**src/rtl/ddr2_wr_arbiter_if.sv**
```systemverilog
// Bus bundle between the two write masters, the arbiter and the DDR2 write FIFOs.
// slave: arbiter view. master: the environment (masters plus DDR2 FIFOs).
interface ddr2_wr_arbiter_if;
    logic         m0_req;
    logic [30:0]  m0_af_addr_din;
    logic         m0_af_wr_en;
    logic [127:0] m0_wdf_din;
    logic [15:0]  m0_wdf_mask_din;
    logic         m0_wdf_wr_en;
    logic         m0_af_full;
    logic         m0_wdf_full;
    logic         m0_gnt;

    logic         m1_req;
    logic [30:0]  m1_af_addr_din;
    logic         m1_af_wr_en;
    logic [127:0] m1_wdf_din;
    logic [15:0]  m1_wdf_mask_din;
    logic         m1_wdf_wr_en;
    logic         m1_af_full;
    logic         m1_wdf_full;
    logic         m1_gnt;

    logic         af_full;
    logic         wdf_full;
    logic [30:0]  af_addr_din;
    logic         af_wr_en;
    logic [127:0] wdf_din;
    logic [15:0]  wdf_mask_din;
    logic         wdf_wr_en;

    modport slave (
        input  m0_req, m0_af_addr_din, m0_af_wr_en, m0_wdf_din, m0_wdf_mask_din, m0_wdf_wr_en,
        output m0_af_full, m0_wdf_full, m0_gnt,
        input  m1_req, m1_af_addr_din, m1_af_wr_en, m1_wdf_din, m1_wdf_mask_din, m1_wdf_wr_en,
        output m1_af_full, m1_wdf_full, m1_gnt,
        input  af_full, wdf_full,
        output af_addr_din, af_wr_en, wdf_din, wdf_mask_din, wdf_wr_en
    );

    modport master (
        output m0_req, m0_af_addr_din, m0_af_wr_en, m0_wdf_din, m0_wdf_mask_din, m0_wdf_wr_en,
        input  m0_af_full, m0_wdf_full, m0_gnt,
        output m1_req, m1_af_addr_din, m1_af_wr_en, m1_wdf_din, m1_wdf_mask_din, m1_wdf_wr_en,
        input  m1_af_full, m1_wdf_full, m1_gnt,
        output af_full, wdf_full,
        input  af_addr_din, af_wr_en, wdf_din, wdf_mask_din, wdf_wr_en
    );
endinterface

```
**src/rtl/ddr2_wr_arbiter.sv**
```systemverilog
// Two-master arbiter for the DDR2 write port: one af write plus BEATS wdf writes per grant.
// Define DDR2_WR_ARB_RR_EN for round-robin on simultaneous requests; otherwise m0 has fixed priority.
module ddr2_wr_arbiter #(
    parameter int unsigned BEATS = 2
) (
    input logic              clk,
    input logic              rst_n,
    ddr2_wr_arbiter_if.slave bus
);

    typedef enum logic {IDLE, GRANT} state_t;

    localparam logic [1:0] LAST_BEAT = 2'(BEATS - 1);

    state_t       state, state_nxt;
    logic         sel, sel_nxt;
    logic [1:0]   beat_cnt;
    logic         af_done;
    logic         beat_last;

    logic         g_af_wr_en;
    logic         g_wdf_wr_en;
    logic [30:0]  g_addr;
    logic [127:0] g_din;
    logic [15:0]  g_mask;

    logic         af_acc;
    logic         wdf_acc;
    logic [30:0]  addr_out;
    logic [127:0] din_out;
    logic [15:0]  mask_out;
    logic         m0_af_full_o, m0_wdf_full_o, m1_af_full_o, m1_wdf_full_o;

`ifdef DDR2_WR_ARB_RR_EN
    logic last_gnt;
`endif

    always_comb begin
        g_af_wr_en  = sel ? bus.m1_af_wr_en     : bus.m0_af_wr_en;
        g_wdf_wr_en = sel ? bus.m1_wdf_wr_en    : bus.m0_wdf_wr_en;
        g_addr      = sel ? bus.m1_af_addr_din  : bus.m0_af_addr_din;
        g_din       = sel ? bus.m1_wdf_din      : bus.m0_wdf_din;
        g_mask      = sel ? bus.m1_wdf_mask_din : bus.m0_wdf_mask_din;
    end

    always_comb begin
        af_acc        = 1'b0;
        wdf_acc       = 1'b0;
        addr_out      = '0;
        din_out       = '0;
        mask_out      = '1;
        m0_af_full_o  = 1'b1;
        m0_wdf_full_o = 1'b1;
        m1_af_full_o  = 1'b1;
        m1_wdf_full_o = 1'b1;
        if (state == GRANT) begin
            addr_out = g_addr;
            din_out  = g_din;
            mask_out = g_mask;
            // A second address write in the same transaction is swallowed here.
            af_acc   = g_af_wr_en & ~bus.af_full & ~af_done;
            wdf_acc  = g_wdf_wr_en & ~bus.wdf_full;
            if (sel) begin
                m1_af_full_o  = bus.af_full;
                m1_wdf_full_o = bus.wdf_full;
            end else begin
                m0_af_full_o  = bus.af_full;
                m0_wdf_full_o = bus.wdf_full;
            end
        end
    end

    assign beat_last = wdf_acc & (beat_cnt == LAST_BEAT);

    always_comb begin
        state_nxt = state;
        sel_nxt   = sel;
        case (state)
            IDLE: begin
                if (bus.m0_req | bus.m1_req) begin
                    state_nxt = GRANT;
`ifdef DDR2_WR_ARB_RR_EN
                    sel_nxt   = bus.m1_req & (~bus.m0_req | ~last_gnt);
`else
                    sel_nxt   = ~bus.m0_req;
`endif
                end
            end
            GRANT: begin
                if (beat_last)
                    state_nxt = IDLE;
            end
            default: state_nxt = IDLE;
        endcase
    end

    always_ff @(posedge clk or negedge rst_n) begin
        if (!rst_n)
            state <= IDLE;
        else
            state <= state_nxt;
    end

    always_ff @(posedge clk or negedge rst_n) begin
        if (!rst_n) begin
            sel      <= 1'b0;
            beat_cnt <= '0;
            af_done  <= 1'b0;
        end else begin
            sel <= sel_nxt;
            if (state == IDLE) begin
                beat_cnt <= '0;
                af_done  <= 1'b0;
            end else begin
                if (wdf_acc)
                    beat_cnt <= beat_cnt + 2'd1;
                if (af_acc)
                    af_done <= 1'b1;
            end
        end
    end

`ifdef DDR2_WR_ARB_RR_EN
    // Reset to m1 so that m0 wins the first contested arbitration.
    always_ff @(posedge clk or negedge rst_n) begin
        if (!rst_n)
            last_gnt <= 1'b1;
        else if (state == GRANT && beat_last)
            last_gnt <= sel;
    end
`endif

    assign bus.m0_gnt       = (state == GRANT) & ~sel;
    assign bus.m1_gnt       = (state == GRANT) & sel;
    assign bus.m0_af_full   = m0_af_full_o;
    assign bus.m0_wdf_full  = m0_wdf_full_o;
    assign bus.m1_af_full   = m1_af_full_o;
    assign bus.m1_wdf_full  = m1_wdf_full_o;
    assign bus.af_addr_din  = addr_out;
    assign bus.af_wr_en     = af_acc;
    assign bus.wdf_din      = din_out;
    assign bus.wdf_mask_din = mask_out;
    assign bus.wdf_wr_en    = wdf_acc;

endmodule

```
**src/flat_wrapper.sv**
```systemverilog
// flat-port wrapper written by rule: the top's interface ports become plain ports
module ddr2_wr_arbiter_flat 
#(
    parameter int unsigned BEATS = 2
)
  (clk, rst_n, bus_m0_req, bus_m0_af_addr_din, bus_m0_af_wr_en, bus_m0_wdf_din, bus_m0_wdf_mask_din, bus_m0_wdf_wr_en, bus_m0_af_full, bus_m0_wdf_full, bus_m0_gnt, bus_m1_req, bus_m1_af_addr_din, bus_m1_af_wr_en, bus_m1_wdf_din, bus_m1_wdf_mask_din, bus_m1_wdf_wr_en, bus_m1_af_full, bus_m1_wdf_full, bus_m1_gnt, bus_af_full, bus_wdf_full, bus_af_addr_din, bus_af_wr_en, bus_wdf_din, bus_wdf_mask_din, bus_wdf_wr_en);
  ddr2_wr_arbiter_if bus_i ();
  input logic clk;
  input logic rst_n;
  input wire logic [$bits(bus_i.m0_req)-1:0] bus_m0_req;
  input wire logic [$bits(bus_i.m0_af_addr_din)-1:0] bus_m0_af_addr_din;
  input wire logic [$bits(bus_i.m0_af_wr_en)-1:0] bus_m0_af_wr_en;
  input wire logic [$bits(bus_i.m0_wdf_din)-1:0] bus_m0_wdf_din;
  input wire logic [$bits(bus_i.m0_wdf_mask_din)-1:0] bus_m0_wdf_mask_din;
  input wire logic [$bits(bus_i.m0_wdf_wr_en)-1:0] bus_m0_wdf_wr_en;
  output wire logic [$bits(bus_i.m0_af_full)-1:0] bus_m0_af_full;
  output wire logic [$bits(bus_i.m0_wdf_full)-1:0] bus_m0_wdf_full;
  output wire logic [$bits(bus_i.m0_gnt)-1:0] bus_m0_gnt;
  input wire logic [$bits(bus_i.m1_req)-1:0] bus_m1_req;
  input wire logic [$bits(bus_i.m1_af_addr_din)-1:0] bus_m1_af_addr_din;
  input wire logic [$bits(bus_i.m1_af_wr_en)-1:0] bus_m1_af_wr_en;
  input wire logic [$bits(bus_i.m1_wdf_din)-1:0] bus_m1_wdf_din;
  input wire logic [$bits(bus_i.m1_wdf_mask_din)-1:0] bus_m1_wdf_mask_din;
  input wire logic [$bits(bus_i.m1_wdf_wr_en)-1:0] bus_m1_wdf_wr_en;
  output wire logic [$bits(bus_i.m1_af_full)-1:0] bus_m1_af_full;
  output wire logic [$bits(bus_i.m1_wdf_full)-1:0] bus_m1_wdf_full;
  output wire logic [$bits(bus_i.m1_gnt)-1:0] bus_m1_gnt;
  input wire logic [$bits(bus_i.af_full)-1:0] bus_af_full;
  input wire logic [$bits(bus_i.wdf_full)-1:0] bus_wdf_full;
  output wire logic [$bits(bus_i.af_addr_din)-1:0] bus_af_addr_din;
  output wire logic [$bits(bus_i.af_wr_en)-1:0] bus_af_wr_en;
  output wire logic [$bits(bus_i.wdf_din)-1:0] bus_wdf_din;
  output wire logic [$bits(bus_i.wdf_mask_din)-1:0] bus_wdf_mask_din;
  output wire logic [$bits(bus_i.wdf_wr_en)-1:0] bus_wdf_wr_en;
  assign bus_i.m0_req = bus_m0_req;
  assign bus_i.m0_af_addr_din = bus_m0_af_addr_din;
  assign bus_i.m0_af_wr_en = bus_m0_af_wr_en;
  assign bus_i.m0_wdf_din = bus_m0_wdf_din;
  assign bus_i.m0_wdf_mask_din = bus_m0_wdf_mask_din;
  assign bus_i.m0_wdf_wr_en = bus_m0_wdf_wr_en;
  assign bus_m0_af_full = bus_i.m0_af_full;
  assign bus_m0_wdf_full = bus_i.m0_wdf_full;
  assign bus_m0_gnt = bus_i.m0_gnt;
  assign bus_i.m1_req = bus_m1_req;
  assign bus_i.m1_af_addr_din = bus_m1_af_addr_din;
  assign bus_i.m1_af_wr_en = bus_m1_af_wr_en;
  assign bus_i.m1_wdf_din = bus_m1_wdf_din;
  assign bus_i.m1_wdf_mask_din = bus_m1_wdf_mask_din;
  assign bus_i.m1_wdf_wr_en = bus_m1_wdf_wr_en;
  assign bus_m1_af_full = bus_i.m1_af_full;
  assign bus_m1_wdf_full = bus_i.m1_wdf_full;
  assign bus_m1_gnt = bus_i.m1_gnt;
  assign bus_i.af_full = bus_af_full;
  assign bus_i.wdf_full = bus_wdf_full;
  assign bus_af_addr_din = bus_i.af_addr_din;
  assign bus_af_wr_en = bus_i.af_wr_en;
  assign bus_wdf_din = bus_i.wdf_din;
  assign bus_wdf_mask_din = bus_i.wdf_mask_din;
  assign bus_wdf_wr_en = bus_i.wdf_wr_en;
  ddr2_wr_arbiter #(.BEATS(BEATS)) u_core (.clk(clk), .rst_n(rst_n), .bus(bus_i));
endmodule
```
**config.mk**
```make
export PLATFORM = sky130hd
export DESIGN_NAME = ddr2_wr_arbiter_flat
export DESIGN_NICKNAME = d
export VERILOG_FILES = /design/src/rtl/ddr2_wr_arbiter_if.sv /design/src/rtl/ddr2_wr_arbiter.sv /design/src/flat_wrapper.sv
export SDC_FILE = /design/constraint.sdc
export NUM_CORES = 1
export LEC_CHECK = 0
export ABC_AREA = 1
export CORE_AREA = 5 5 207 209
export CTS_CLUSTER_DIAMETER = 120
export DETAILED_ROUTE_END_ITERATION = 10
export DIE_AREA = 0 0 212 214
export GPL_TIMING_DRIVEN = 0
export RECOVER_POWER = 50
export SLEW_MARGIN = 20
export SYNTH_ARGS = -nofsm -noshare
export SYNTH_HDL_FRONTEND = slang
export SYNTH_SLANG_ARGS = --single-unit
```
**constraint.sdc**
```tcl
create_clock -name clk -period 1.2 [get_ports clk]
set_input_delay 0.18 -clock clk [delete_from_list [all_inputs] [get_ports clk]]
set_output_delay 0.18 -clock clk [all_outputs]
set_load 0.01 [all_outputs]
```
==> impl_metrics.json <==
{
  "cap_viol_max_count": 0,
  "min_period_ps": 1930,
  "post-place-cells": 1650,
  "cts_buffer_depth": 2,
  "r2r_slack_ps": -220,
  "grt_pass1_wl_mm": 46.3,
  "worstSkewPairLatency_ps": 230,
  "status": "finished with violations",
  "firstDrtPassIters": 4,
  "die-width_um": 212,
  "syn_area_per_cell_um2": 4.34,
  "cts_tree": "yes",
  "final_cells": 1728,
  "ir_drop_v": 0.00142,
  "arrival_ps": 1750,
  "fin_crit_sh": 1.61,
  "setup_viol": 187,
  "cp_data_required_time_ps": 1020,
  "worstPathCellList": "buf_6 > nand2_8 > inv_12 > buf_12 > buf_12 > buf_8 > buf_8 > nand2_2 > nand2_2 > buf_6",
  "placementRows": 74,
  "power_density_nw_per_um2": 2400,
  "cp-end-kind": "output pin",
  "place_ws_ps": -1510,
  "cts.sinks": 5,
  "routed_wl_mm": 36.5,
  "share_comb_of_total_power": 0.968,
  "rsz0062_at_grt": "true",
  "place_congestion": 0.863,
  "dp_hpwl_mm": 29.1,
  "cts_buffers": 3,
  "root_buffer": "clkbuf_16",
  "antenna_found_initial": 2,
  "seq_power_share": 0.012,
  "syn2layout_area_growth_pct": 350,
  "placed_cell_area_um2": 8860,
  "drive_above_1_share": 0.476,
  "clkTransAtPathRegs_ps": 30,
  "reg2reg_from": "u_core.sel",
  "setup_slack_ps": -728,
  "via_count": 6297,
  "reg2reg_depth": 10,
  "dieArea_um2": 45400,
  "grtUsageTotal": 0.141,
  "io_pins": 543,
  "start_util": 0.0614,
  "drtIter0Drc": 160,
  "synth_area_leaders": "nand2_1 (74%), o22a_1 (5.6%), dfrtp_1 (5.0%), buf_6 (4.5%), buf_2 (3.4%)",
  "slew_violations": 0,
  "ys.warnings.count": 0,
  "startpoint_type": "register",
  "drc": 0,
  "ys_seq_area_frac": 0.0501,
  "power_leakage_nw": 5.38,
  "worstMarginPinSlew_ps": 343,
  "criticalPathCategory": "register to output pin",
  "fin_nets": 1557,
  "synth_cell_types": 18,
  "max_clock_freq_ghz": 0.519,
  "violations": "negative setup slack",
  "critPathMaxFanout": 5,
  "p_switching_mw": 13.2,
  "clockPowerShare": 0.020,
  "crit_slowest_cell": "dfrtp_2",
  "syn_nets": 937,
  "switching_share": 0.488,
  "syn_area_um2": 2500,
  "stdcell_area_um2": 11200,
  "synth_largest_area_cell": "nand2_1",
  "worst_r2r_endpoint": "u_core.beat_cnt[1]",
  "gr-max-usage-layer": "met2",
  "htreeDepth": 1,
  "intPower_mw": 13.8,
  "core_um2": 40600,
  "postRouteAntennaNets": 0,
  "hold_viol": 0,
  "slew_headroom": 0.771,
  "met3_usage": 0.0285,
  "first_global_vias": 6608,
  "ys_seq_elements": 5,
  "fin_skew_ps": 3.02,
  "grt_max_degree": 11,
  "synthCells": 576,
  "wl_per_cell_um": 21.1,
  "synth_top_area_frac": 0.739,
  "die_y_um": 214,
  "port_buffers": 542,
  "use_met2": 0.271,
  "hold_path_class": "input pin to asynchronous set/reset pin",
  "grtUsageMet1": 0.149,
  "grt_overflow_total": 0,
  "cp_slowest_stage_delay_ps": 430,
  "viasPerCell": 3.64
}
==> kinds of logic (layout without fill, tap and decap cells) <==
family,count (synthesis),after routing,share of synthesized area
compound gates,19,19,0.0621
other cells,0,1,0
flops,5,5,0.0501
fa+ha+maj,1,1,0.00501
buf+inv,46,665,0.112
simple gates,505,505,0.771
==> synth_stat cells, drive strengths merged <==
cell	count
o22a	16
nand3	5
o21ai	2
dfrtp	5
buf	30
ha	1
a21oi	1
clkbuf	7
or2	1
nor2	1
inv	9
nand4	4
nand2	494
==> per-stage QoR <==
step | util | hold WS, ps | TNS, ps | total power [mW]
5_1_grt | 0.276 | 266 | -117380 | 28.5
3_3_place_gp | 0.218 | 426 | -165950 | 18.2
2_1_floorplan | - | -116 | -5560 | 7.71
3_5_place_dp | 0.218 | 427 | -168460 | 18.2
6_report | 0.276 | 250 | -105980 | 27.0
4_1_cts | 0.238 | 192 | -114000 | 22.0
==> layout make-up <==
cell class / count / area (um^2)
fillers: 4315 / 29400
repair buffers: 624 / 6460
multi-input cells: 525 / 3350
well taps: 532 / 666
plain buffers: 26 / 443
flip-flops and latches: 5 / 126
clock buffers: 4 / 78.8
inverters: 9 / 65.1
repair inverters: 2 / 46.3
diodes: 1 / 2.50
==> worst max-delay path: cells and delay by family (launching register included) <==
kind                   cells  cell delay [ps]
buffers and inverters      7              850
DFF                        1              430
and+or+nand+nor            3              220
==> power groups by stage <==
stage	registers [mW]	logic (mW)	clock network [mW]
6_report	0.311	26.1	0.549
5_1_grt	0.320	27.6	0.575
4_1_cts	0.308	21.1	0.551
3_5_place_dp	0.317	17.9	0
3_3_place_gp	0.310	17.9	0
2_1_floorplan	0.297	7.42	0
==> metal layers <==
metal	wire length, um	vias to the layer above
li1	-	2979
met1	12900	2890
met5	27	-
met4	1550	4
met2	19200	377
met3	2840	47
==> how the worst max path moves through the flow <==
stage	start	to	slack, ps	cells after the start
2_1_floorplan	u_core.sel	bus_af_addr_din[0]	-70	7
3_3_place_gp	u_core.state	bus_wdf_din[56]	-1500	7
3_5_place_dp	u_core.state	bus_wdf_din[56]	-1510	7
4_1_cts	u_core.sel	bus_af_addr_din[19]	-750	10
5_1_grt	u_core.sel	bus_af_addr_din[20]	-780	10
6_report	u_core.sel	bus_af_addr_din[19]	-730	10
==> cells in the final DEF (no fill, tap or decap), drive strengths merged <==
master         netlist  final
nand3                5      5
nand2              494    494
o22a                16     16
dlygate4sd3          0      1
o21ai                2      2
or2                  1      1
clkbuf               7     41
dfrtp                5      5
inv                  9     10
clkinv               0      1
nor2                 1      1
ha                   1      1
diode                0      1
buf                 30    246
clkdlybuf4s50        0    358
clkdlybuf4s15        0      8
a21oi                1      1
nand4                4      4
==> sequential cells by signal, indices dropped and copies added (netlist names) <==
| register | cells |
|---|---|
| u_core.sel | 1 |
| u_core.state | 1 |
| u_core.beat_cnt | 2 |
| u_core.af_done | 1 |
==> timing repair <==
item                                    CTS  global route
cloned                                    6            13
pin swaps                                21            65
endpoints found under the hold margin     0             0
hold buffers                              0             0
gates resized for setup                 805           517
endpoints found under the setup margin  183           187
buffers inserted                         37            33
No activity file was read; power rests on OpenSTA's default activity.
